===== src/rtl/seg_7_reader.sv =====
// Receive side of a multiplexed 7-segment bus: debounces {com,seg}, decodes each
// glyph back to a nibble and publishes a 4-digit frame once all positions are seen.
module seg_7_reader #(
   parameter int STABLE_CYCLES = 4
) (
   input  logic        clk,
   input  logic        rst,
   input  logic [6:0]  seg,
   input  logic [3:0]  com,
   input  logic        err_clr,
   output logic [15:0] digits,
   output logic        frame_valid,
   output logic        err,
   output logic [1:0]  err_cause
);

   localparam logic [7:0] STABLE = 8'(STABLE_CYCLES);

   logic [10:0] samp;
   logic [7:0]  run;
   logic [7:0]  run_nxt;
   logic        accept;
   logic [3:0]  mask;
   logic [3:0]  mask_nxt;
   logic [15:0] shadow;
   logic [15:0] shadow_nxt;
   logic [3:0]  com_s;
   logic [6:0]  seg_s;
   logic [3:0]  glyph_val;
   logic        glyph_ok;
   logic        com_one;
   logic        com_multi;
   logic        slot_wr;
   logic        frame_done;
   logic [1:0]  new_cause;

   assign com_s = samp[10:7];
   assign seg_s = samp[6:0];

   // Saturating run length of identical samples; a change restarts the run at 1.
   always_comb begin
      run_nxt = 8'd1;
      if ({com, seg} == samp) begin
         run_nxt = (run == 8'hFF) ? run : run + 8'd1;
      end
   end

   always_comb begin
      glyph_ok  = 1'b1;
      glyph_val = 4'h0;
      case (seg_s)
         7'h7E: glyph_val = 4'h0;
         7'h30: glyph_val = 4'h1;
         7'h6D: glyph_val = 4'h2;
         7'h79: glyph_val = 4'h3;
         7'h33: glyph_val = 4'h4;
         7'h5B: glyph_val = 4'h5;
         7'h5F: glyph_val = 4'h6;
         7'h70: glyph_val = 4'h7;
         7'h7F: glyph_val = 4'h8;
         7'h7B: glyph_val = 4'h9;
         7'h77: glyph_val = 4'hA;
         7'h1F: glyph_val = 4'hB;
         7'h4E: glyph_val = 4'hC;
         7'h3D: glyph_val = 4'hD;
         7'h4F: glyph_val = 4'hE;
         7'h47: glyph_val = 4'hF;
         default: glyph_ok = 1'b0;
      endcase
   end

   assign com_multi = (com_s & (com_s - 4'd1)) != 4'd0;
   assign com_one   = (com_s != 4'd0) && !com_multi;

   always_comb begin
      new_cause  = 2'b00;
      slot_wr    = 1'b0;
      shadow_nxt = shadow;
      mask_nxt   = mask;
      if (accept) begin
         if (com_multi) begin
            new_cause[1] = 1'b1;
         end else if (com_one) begin
            if (glyph_ok) slot_wr = 1'b1;
            else new_cause[0] = 1'b1;
         end
      end
      if (slot_wr) begin
         for (int i = 0; i < 4; i++) begin
            if (com_s[i]) shadow_nxt[4*i +: 4] = glyph_val;
         end
         mask_nxt = mask | com_s;
      end
   end

   assign frame_done = slot_wr && (mask_nxt == 4'hF);

   always_ff @(posedge clk or posedge rst) begin
      if (rst) begin
         samp        <= '0;
         run         <= '0;
         accept      <= 1'b0;
         mask        <= '0;
         shadow      <= '0;
         digits      <= '0;
         frame_valid <= 1'b0;
         err         <= 1'b0;
         err_cause   <= '0;
      end else begin
         samp        <= {com, seg};
         run         <= run_nxt;
         // Pulse only on the transition so a held pattern is taken once per run.
         accept      <= (run_nxt == STABLE) && (run != STABLE);
         shadow      <= shadow_nxt;
         mask        <= frame_done ? 4'b0000 : mask_nxt;
         frame_valid <= frame_done;
         if (frame_done) digits <= shadow_nxt;
         if (err_clr) begin
            err       <= |new_cause;
            err_cause <= new_cause;
         end else begin
            err       <= err | (|new_cause);
            err_cause <= err_cause | new_cause;
         end
      end
   end

endmodule


===== config.mk =====
export PLATFORM = sky130hd
export DESIGN_NAME = seg_7_reader
export DESIGN_NICKNAME = d
export VERILOG_FILES = /design/src/rtl/seg_7_reader.sv
export SDC_FILE = /design/constraint.sdc
export NUM_CORES = 1
export LEC_CHECK = 0
export BUFFER_PORTS_ARGS = -buffer_cell sky130_fd_sc_hd__buf_2
export CAP_MARGIN = 20
export CORE_ASPECT_RATIO = 1.4
export CORE_MARGIN = 8
export CORE_UTILIZATION = 59
export CTS_CLUSTER_SIZE = 24
export DETAILED_ROUTE_END_ITERATION = 12
export PLACE_DENSITY_LB_ADDON = 0.25
export SYNTH_ARGS = -nofsm -noshare
export SYNTH_HDL_FRONTEND = slang
export SYNTH_SLANG_ARGS = --single-unit

===== constraint.sdc =====
create_clock -name clk -period 3.3 [get_ports clk]
set_input_delay 0.495 -clock clk [delete_from_list [all_inputs] [get_ports clk]]
set_output_delay 0.495 -clock clk [all_outputs]
set_load 0.05 [all_outputs]

==> metrics.cfg, run 1 <==
[place]
gp_congestion = 0.893
portBuffers = 33
placed_area_sq_um = 3410
pre_cts_ws_ps = 504
place_inst = 398
dp.final_hpwl_mm = 5.23

[sta]
clock-skew-final_ps = 11.7
finalCritPeriodShare = 0.851
min_period_ps = 2810
relSlewSlack = 0.495
tightestPinTransition_ps = 753
holdWs_ps = 118
final-max-slew-violation-count = 0
rsz0062_at_grt = no
max_freq_mhz = 356
tns_ps = 0
setup_viol = 0
finalHoldViolations = 0
fin_ws_ps = 490

[clock_tree]
clk_pin_slew_worst_paths_ps = 70
clock_sinks = 60
cts_hold_buf = 0
post_cts_resized = 0
htreeDepth = 3
cts_buffer_depth = 2
numCtsBuffers = 9
cts-root-buf = clkbuf_8
post_cts.repair.setup_buffers = 0
clk_latency_ps = 340
cts_tree = built

[worst_setup_path]
r2r_cells = 6
worstReg2RegStart = samp[2]
path_max_fanout = 15
endpoint = digits[8]
critPathArrivalTime_ps = 3030
crit_required_ps = 3520
crit_path_end_kind = flop
reg2reg_to = digits[8]
critPathLaunch = samp[2]
worstSetupPathType = flop to flop
rrSetupSlack_ps = 490
startpoint_type = flop

[drt]
num_vias = 2435
met2_length_mm = 3.61
viasPerCell = 5.88
wl_met3_um = 382
wl_met1_mm = 2.77
routed_wl_mm = 6.93
drtAntennaViolNets = 0
first_pass_iters = 4
drcViolationCount = 0
top_layer_used = met4
drt-initial-drc-count = 193
wl_per_cell_um = 16.7

[status]
status = completed

[yosys]
ys_seq_area_frac = 0.470
avgSynthCellArea_sq_um = 10.3
async_reset_ff_frac = 1.00
yosys_warnings = 0
netlist-cell-type-count = 60
syn_area_sq_um = 3200
synth_flop_cell = dfrtp_1
synth_cells = 309
ys_seq_elements = 60
synth_area_leaders = dfrtp_1, mux2_2, xor2_1
synth_edf_count = 0
synth_nets = 325
synth_area_leader_cell = dfrtp_1
netlist.area_leader.share = 0.470

[global_route]
antenna_found_initial = 0
grt_max_degree = 27
grt-ovfl-total = 0
grt_pass1_wl_mm = 11.6
grt_pass1_vias = 2356
grt_usage = 0.187

[floorplanning]
rows = 31
coreArea_sq_um = 5200
start_util = 0.615
die_w_um = 78.2
die_area_sq_um = 8060
pin_count = 34
die_y_um = 103

[cells_and_area]
drive_above_1_share = 0.236
fin_cells = 414
fill_cells = 404
diodes = 0
utilization = 0.691
syn_to_final_growth_pct = 12.4
fin_nets = 359
final_area_sq_um = 3590

[pwr]
ir_drop_uv = 259
p_per_area_nw_per_um2 = 405
power_leakage_nw = 1.69
power_mw = 1.46

[worst_hold_path]
min_path_type = primary input to asynchronous set/reset pin

[job]
maxCapViolCount = 0

==> cells in the final DEF, fill, tap and decap left out, types with 11 or more instances in the layout <==
master / netlist / final
and2_1: 11 / 11
buf_2: 5 / 33
dfrtp_1: 60 / 60
inv_1: 24 / 23
mux2_2: 16 / 16
nand2_1: 13 / 13
nor2_1: 14 / 14
xor2_1: 13 / 13
==> synthesized netlist by cell type, types with 2 or more instances <==
| master | count |
|---|---|
| a211oi_1 | 2 |
| a21boi_0 | 4 |
| a21oi_1 | 10 |
| a221oi_1 | 4 |
| a22oi_1 | 2 |
| a2bb2oi_1 | 4 |
| a31o_2 | 2 |
| a31oi_1 | 9 |
| and2_1 | 11 |
| and3_1 | 6 |
| and4_1 | 2 |
| and4b_1 | 2 |
| buf_2 | 5 |
| clkbuf_1 | 7 |
| dfrtp_1 | 60 |
| ha_1 | 2 |
| inv_1 | 24 |
| mux2_2 | 16 |
| mux2i_1 | 8 |
| nand2_1 | 13 |
| nand2b_1 | 10 |
| nand3_1 | 5 |
| nand4_1 | 4 |
| nor2_1 | 14 |
| nor3_1 | 6 |
| nor4_1 | 3 |
| nor4bb_1 | 2 |
| o21ai_0 | 10 |
| o21ba_2 | 3 |
| o21bai_1 | 2 |
| o221ai_1 | 2 |
| o22a_1 | 5 |
| o22ai_1 | 2 |
| o31a_1 | 4 |
| or2_2 | 3 |
| or3b_2 | 2 |
| or4_1 | 2 |
| xnor2_1 | 3 |
| xor2_1 | 13 |
==> final cells by class <==
type,count,area [sq um],share of cell area
inverter,24,90.1,0.0251
multi-input combinational,210,1530,0.426
tap,66,82.6,0.0230
clock buffer,11,131,0.0366
clock inverter,5,52.6,0.0146
timing repair buffer,38,203,0.0564
sequential,60,1500,0.418
==> critical path: stages (launching register included) <==
cell,delay [ps]
dfrtp_1,610
or3b_1,410
or3_1,310
o211a_1,270
a311oi_4,420
buf_4,300
mux2_2,360
==> routing by layer <==
| layer | vias to the layer above | track usage |
|---|---|---|
| met5 | - | 0 |
| met4 | 0 | 0.112 |
| met3 | 14 | 0.0489 |
| met2 | 70 | 0.316 |
| met1 | 1160 | 0.208 |
| li1 | 1191 | - |
==> state kept, by name (all words and copies together), names as in the netlist <==
register / flops
samp: 11
err_cause: 2
shadow: 16
accept: 1
run: 8
mask: 4
err: 1
frame_valid: 1
digits: 16
==> power by group <==
part / total (mW) / leakage [nW] / internal [mW] / switching (mW)
logic: 0.0761 / 0.786 / 0.0289 / 0.0472
registers: 0.763 / 0.808 / 0.742 / 0.0204
clock network: 0.617 / 0.0931 / 0.345 / 0.272
==> logic make-up (layout without fill, tap and decap cells) <==
logic type | after synthesis | after routing | synth area share
adders and majority gates | 2 | 2 | 0.00783
AOI/OAI and AO/OA | 74 | 74 | 0.174
muxes | 24 | 24 | 0.0814
buffers and inverters | 39 | 78 | 0.0513
xor gates and xnor gates | 16 | 16 | 0.0438
and+or+nand+nor | 94 | 94 | 0.172
DFF | 60 | 60 | 0.470
==> how the worst min path moves through the flow <==
stage                      to  cells past startpoint  slack (ps)  startpoint
floorplan           shadow[0]                      1         470   shadow[0]
global placement    digits[3]                      2         480         rst
detailed placement  digits[4]                      2         480         rst
CTS                 digits[4]                      2         110         rst
global route        digits[4]                      2         120         rst
finish              digits[4]                      2         120         rst
(Power assumes the default switching activity.)
==> run 2: changes to the inputs <==
Settings changed: CORE_UTILIZATION 59 to 58.
Clock period 3.3 ns to 2.7 ns, I/O delays scaled along.
==> run 2 against run 1 <==
Compared with the run above: clock skew is 4.1 ps lower; cell count grew 3.1%; sequential share of layout area fell by 1.3 points; total power rose by 31%; design area grew 3.5%; highest routed layer unchanged; combinational power grew 38%; global-route usage is 0.55 points higher; non-clock buffer count up 11; clock power rose by 42%; routed wire length rose by 6.4%.
==> metrics.cfg, run 2 (synthesized netlist as in run 1, its figures left out) <==
[status]
status = completed

[clock_tree]
cts-root-buf = clkbuf_8
cts_tree = built
clk_latency_ps = 350  ; about the same
cts_hold_buf = 0  ; unchanged
clk_pin_slew_worst_paths_ps = 70  ; about the same
post_cts.repair.setup_buffers = 0  ; unchanged
post_cts_resized = 0  ; unchanged
htreeDepth = 3  ; unchanged
numCtsBuffers = 9  ; unchanged
clock_sinks = 60  ; unchanged
cts_buffer_depth = 2  ; unchanged

[floorplanning]
start_util = 0.591  ; -0.0236
coreArea_sq_um = 5410  ; +4.0%
die_w_um = 78.7  ; +0.68%
die_y_um = 104  ; +0.73%
die_area_sq_um = 8180  ; +1.4%
rows = 32  ; +3.2%
pin_count = 34  ; unchanged

[global_route]
grt-ovfl-total = 0  ; unchanged
grt_usage = 0.193  ; +0.00552
antenna_found_initial = 0  ; unchanged
grt_pass1_vias = 2657  ; +13%
grt_pass1_wl_mm = 12.5  ; +8.3%
grt_max_degree = 61  ; +130%

[pwr]
power_leakage_nw = 1.76  ; +4.2%
ir_drop_uv = 349  ; +35%
switching_share = 0.234  ; about the same
p_int_mw = 1.46  ; +31%
clkPwrFrac = 0.458  ; +0.034
power_mw = 1.91  ; +31%
power_switching_mw = 0.446  ; +31%
p_per_area_nw_per_um2 = 513  ; +27%
pwr-share-comb = 0.055  ; +0.003
p_seq_frac = 0.487  ; -0.037

[cells_and_area]
drive_above_1_share = 0.273  ; +0.0373
largestRegisters = digits: 16 flops, shadow: 16 flops, samp: 11 flops
fin_nets = 370  ; +3.1%
syn_to_final_growth_pct = 16.3
layout_commonest_cell = dfrtp_1
diodes = 0  ; unchanged
layout_common_cells = dfrtp_1, buf_2, inv_1

[worst_setup_path]
slowest_delay_ps = 520  ; -90 ps
crit_required_ps = 2930  ; -590 ps
critPathSlowestCell = dfrtp_1
worstSetupPathType = flop to flop
path_max_fanout = 11  ; -4
startpoint_type = flop
critPathArrivalTime_ps = 2820  ; -210 ps
crit_path_end_kind = flop
crit_path_cell_trace = or3b_1 -> or3_1 -> o211a_1 -> a311oi_4 -> buf_4 -> mux2_2

[drt]
routed_wl_mm = 7.38  ; +6.4%
first_pass_iters = 4  ; unchanged
wl_per_cell_um = 17.3  ; +3.2%
drtAntennaViolNets = 0  ; unchanged
viasPerCell = 5.85  ; -0.62%
drt-initial-drc-count = 173  ; -10%
drcViolationCount = 0  ; unchanged
num_vias = 2496  ; +2.5%

[sta]
finalHoldViolations = 0  ; unchanged
relSlewSlack = 0.508  ; +0.0136
max_freq_mhz = 386  ; +8.4%
tns_ps = 0  ; unchanged
final-max-slew-violation-count = 0  ; unchanged
min_period_ps = 2590  ; -218 ps
tightestPinTransition_ps = 737  ; -15.8 ps
setup_viol = 0  ; unchanged
finalCritPeriodShare = 0.960  ; +0.108
rsz0062_at_grt = no
clock-skew-final_ps = 7.57  ; -4.12 ps

[place]
gp_congestion = 0.897  ; +0.38%
portBuffers = 33  ; unchanged
dp.final_hpwl_mm = 5.40  ; +3.1%

[worst_hold_path]
min_path_type = primary input to flop

[job]
maxCapViolCount = 0  ; unchanged

[run 2: per-layer routing]
metal | vias up | GRT usage | wire (um) | share of wire
met1 | 1206 | 0.212 | 2920 | 0.40
met2 | 59 | 0.327 | 3910 | 0.53
met3 | 22 | 0.0363 | 287 | 0.039
met4 | 0 | 0.124 | 261 | 0.035
li1 | 1209 | - | - | -
met5 | - | 0 | 0 | 0
[run 2: worst paths after layout]
path	start	endpoint	slack (ps)	cells past startpoint
worst max-delay path	samp[2]	digits[3]	110	6
max in group asynchronous	rst	samp[0]	1910	3
worst max register to register	samp[2]	digits[3]	110	6
worst min register to register	shadow[4]	shadow[4]	500	1
worst min-delay path	com[3]	samp[10]	180	1
min in group asynchronous	rst	digits[8]	260	3
[run 2: power groups by stage]
stage / logic [mW] / clock network (mW) / registers, mW
6_report: 0.105 / 0.874 / 0.929
4_1_cts: 0.106 / 0.892 / 0.927
3_3_place_gp: 0.103 / 0 / 0.943
3_5_place_dp: 0.105 / 0 / 0.944
5_1_grt: 0.119 / 0.915 / 0.930
2_1_floorplan: 0.0823 / 0 / 0.929
[run 2: critical path, delay by kind of cell (launching register included)]
family	cells	cell delay (ps)
flops	1	520
mux	1	350
simple gates	2	730
compound gates	2	640
buf+inv	1	240
[run 2: per-stage QoR]
step                      hold WS, ps  setup WS, ps   util  instances  area, sq um
after CTS                         175           107  0.686        427         3710
after floorplan                   436           335      -        309         3200
final                             184           108  0.688        427         3720
after global placement            481           213  0.646        411         3490
after detailed placement          488           164  0.646        411         3490
after global routing              175          8.11  0.688        427         3720
[run 2: layout make-up]
| class | instances | area, sq um |
|---|---|---|
| clock buffer | 9 | 124 |
| clock inverter | 7 | 91.3 |
| fill | 440 | 1690 |
| inverter | 24 | 90.1 |
| multi-input combinational | 210 | 1540 |
| sequential | 60 | 1500 |
| tap | 68 | 85.1 |
| timing repair buffer | 49 | 285 |
==> run 3: changes to the inputs <==
==> constraint.sdc (replaced) <==
create_clock -name clk -period 2.7 [get_ports clk]
set_input_delay 0.54 -clock clk [delete_from_list [all_inputs] [get_ports clk]]
set_output_delay 0.54 -clock clk [all_outputs]
set_load 0.05 [all_outputs]
==> run 3 against run 2 <==
Compared with the run above: first-iteration DRC count rose by 5.2%; utilization is 0.30 points higher; sequential share of layout area decreased by 0.18 points; via count up 1.6%; count of clock-buffer cells in the layout up 2; die area is the same; critical path depth did not move; clock power up 9.6%; clock skew about the same; critical path type unchanged; critical endpoint is now digits[4]; largest power group is now the clock network.
==> metrics.cfg, run 3 (synthesized netlist as in run 1, its figures left out) <==
[worst_hold_path]
min_path_type = primary input to flop
hold_depth = 1  ; unchanged

[cells_and_area]
diodes = 0  ; unchanged
drive_above_1_share = 0.270  ; -0.00279
syn_to_final_growth_pct = 16.8
layout_commonest_cell = dfrtp_1
fill_cells = 422  ; -4.1%
fin_nets = 370  ; unchanged
largestRegisters = digits: 16 flops, shadow: 16 flops, samp: 11 flops
layout_common_cells = dfrtp_1, buf_2, inv_1

[worst_setup_path]
worstSetupPathType = flop to flop
crit_path_cell_trace = nand3_1 -> or4b_2 -> o2111a_2 -> a311oi_4 -> buf_4 -> mux2_2
r2r_cells = 6  ; unchanged
critPathArrivalTime_ps = 2810  ; about the same
path_max_fanout = 11  ; unchanged
critPathSlowestCell = or4b_2
slowest_delay_ps = 680  ; +160 ps
crit_path_end_kind = flop
startpoint_type = flop
crit_required_ps = 2920  ; about the same

[floorplanning]
pin_count = 34  ; unchanged
die_y_um = 104  ; unchanged
die_w_um = 78.7  ; unchanged
rows = 32  ; unchanged
die_area_sq_um = 8180  ; unchanged
start_util = 0.591  ; unchanged
coreArea_sq_um = 5410  ; unchanged

[sta]
tightestPinTransition_ps = 777  ; +40.1 ps
max_freq_mhz = 386  ; +0.12%
relSlewSlack = 0.481  ; -0.0275
setup_viol = 0  ; unchanged
min_period_ps = 2590  ; -3.06 ps
final-max-slew-violation-count = 0  ; unchanged
rsz0062_at_grt = no
tns_ps = 0  ; unchanged
clock-skew-final_ps = 7.85  ; +0.275 ps
finalHoldViolations = 0  ; unchanged
finalCritPeriodShare = 0.959  ; -0.00113

[drt]
routed_wl_mm = 7.56  ; +2.5%
num_vias = 2536  ; +1.6%
first_pass_iters = 4  ; unchanged
wl_per_cell_um = 17.7  ; +2.5%
drcViolationCount = 0  ; unchanged
viasPerCell = 5.94  ; +1.6%
drt-initial-drc-count = 182  ; +5.2%
drtAntennaViolNets = 0  ; unchanged

[global_route]
grt_pass1_wl_mm = 12.3  ; -2.1%
grt_usage = 0.189  ; -0.00333
grt_pass1_vias = 2577  ; -3.0%
grt-ovfl-total = 0  ; unchanged
antenna_found_initial = 0  ; unchanged
grt_max_degree = 39  ; -36%

[clock_tree]
cts-root-buf = clkbuf_8
post_cts.repair.setup_buffers = 0  ; unchanged
cts_tree = built
cts_buffer_depth = 2  ; unchanged
numCtsBuffers = 9  ; unchanged
clk_pin_slew_worst_paths_ps = 70  ; about the same
clk_latency_ps = 340  ; about the same
clock_sinks = 60  ; unchanged
htreeDepth = 3  ; unchanged

[pwr]
power_mw = 1.99  ; +4.3%
ir_drop_uv = 341  ; -2.2%
p_per_area_nw_per_um2 = 533  ; +3.9%
power_leakage_nw = 1.77  ; +0.48%

[place]
dp.final_hpwl_mm = 5.47  ; +1.4%
portBuffers = 33  ; unchanged
gp_congestion = 0.936  ; +4.4%

[job]
maxCapViolCount = 0  ; unchanged

[status]
status = completed

[run 3: changes by cell type in the layout (fill, tap and decap cells not counted), sizes merged]
| cell | previous run | this run |
|---|---|---|
| clkinvlp | 1 | 0 |
| bufinv | 2 | 3 |
| clkinv | 4 | 2 |
| clkbuf | 9 | 11 |
[run 3: power by group]
| group | switching [mW] | internal (mW) |
|---|---|---|
| Combinational | 0.0636 | 0.0396 |
| Sequential | 0.0224 | 0.907 |
| Clock | 0.347 | 0.611 |
[run 3: what timing repair did]
action                     4_1_cts  5_1_grt
setup endpoints to repair        0        8
resized for setup                0        4
hold buffers                     0        0
[run 3: stage by stage]
| step | hold WS, ps | setup slack [ps] | cells | util | area [sq um] |
|---|---|---|---|---|---|
| global route | 313 | 3.28 | 427 | 0.691 | 3730 |
| detailed placement | 487 | 147 | 411 | 0.646 | 3490 |
| global placement | 482 | 208 | 411 | 0.646 | 3490 |
| CTS | 314 | 113 | 427 | 0.689 | 3720 |
| finish | 324 | 112 | 427 | 0.691 | 3730 |
| floorplan | 472 | 335 | 309 | - | 3200 |
[run 3: worst max-delay path, delay by kind of cell, from the launching register on]
kind                   cells  cell delay, ps
AOI/OAI and AO/OA          2             460
and+or+nand+nor            2             870
buffers and inverters      1             240
DFF                        1             530
muxes                      1             350
[run 3: per-layer routing]
layer / part of all wire / vias up / track usage
li1: - / 1206 / -
met5: 0 / - / 0
met2: 0.53 / 69 / 0.328
met1: 0.39 / 1238 / 0.205
met3: 0.042 / 23 / 0.0458
met4: 0.030 / 0 / 0.0997
[run 3: worst paths after layout]
check | from | endpoint | slack [ps]
max in group asynchronous | rst | samp[1] | 1680
max reg2reg | samp[4] | digits[4] | 110
min in group asynchronous | rst | digits[7] | 340
min | seg[4] | samp[4] | 320
max | samp[4] | digits[4] | 110
min reg2reg | shadow[8] | shadow[8] | 500
[run 3: layout make-up]
class                           instances  area, sq um  area share
Clock buffer                           11          131      0.0352
Clock inverter                          5          100      0.0268
Inverter                               24         90.1      0.0241
Multi-Input combinational cell        210         1540       0.412
Sequential cell                        60         1500       0.403
Tap cell                               68         85.1      0.0228
Timing Repair Buffer                   49          285      0.0764
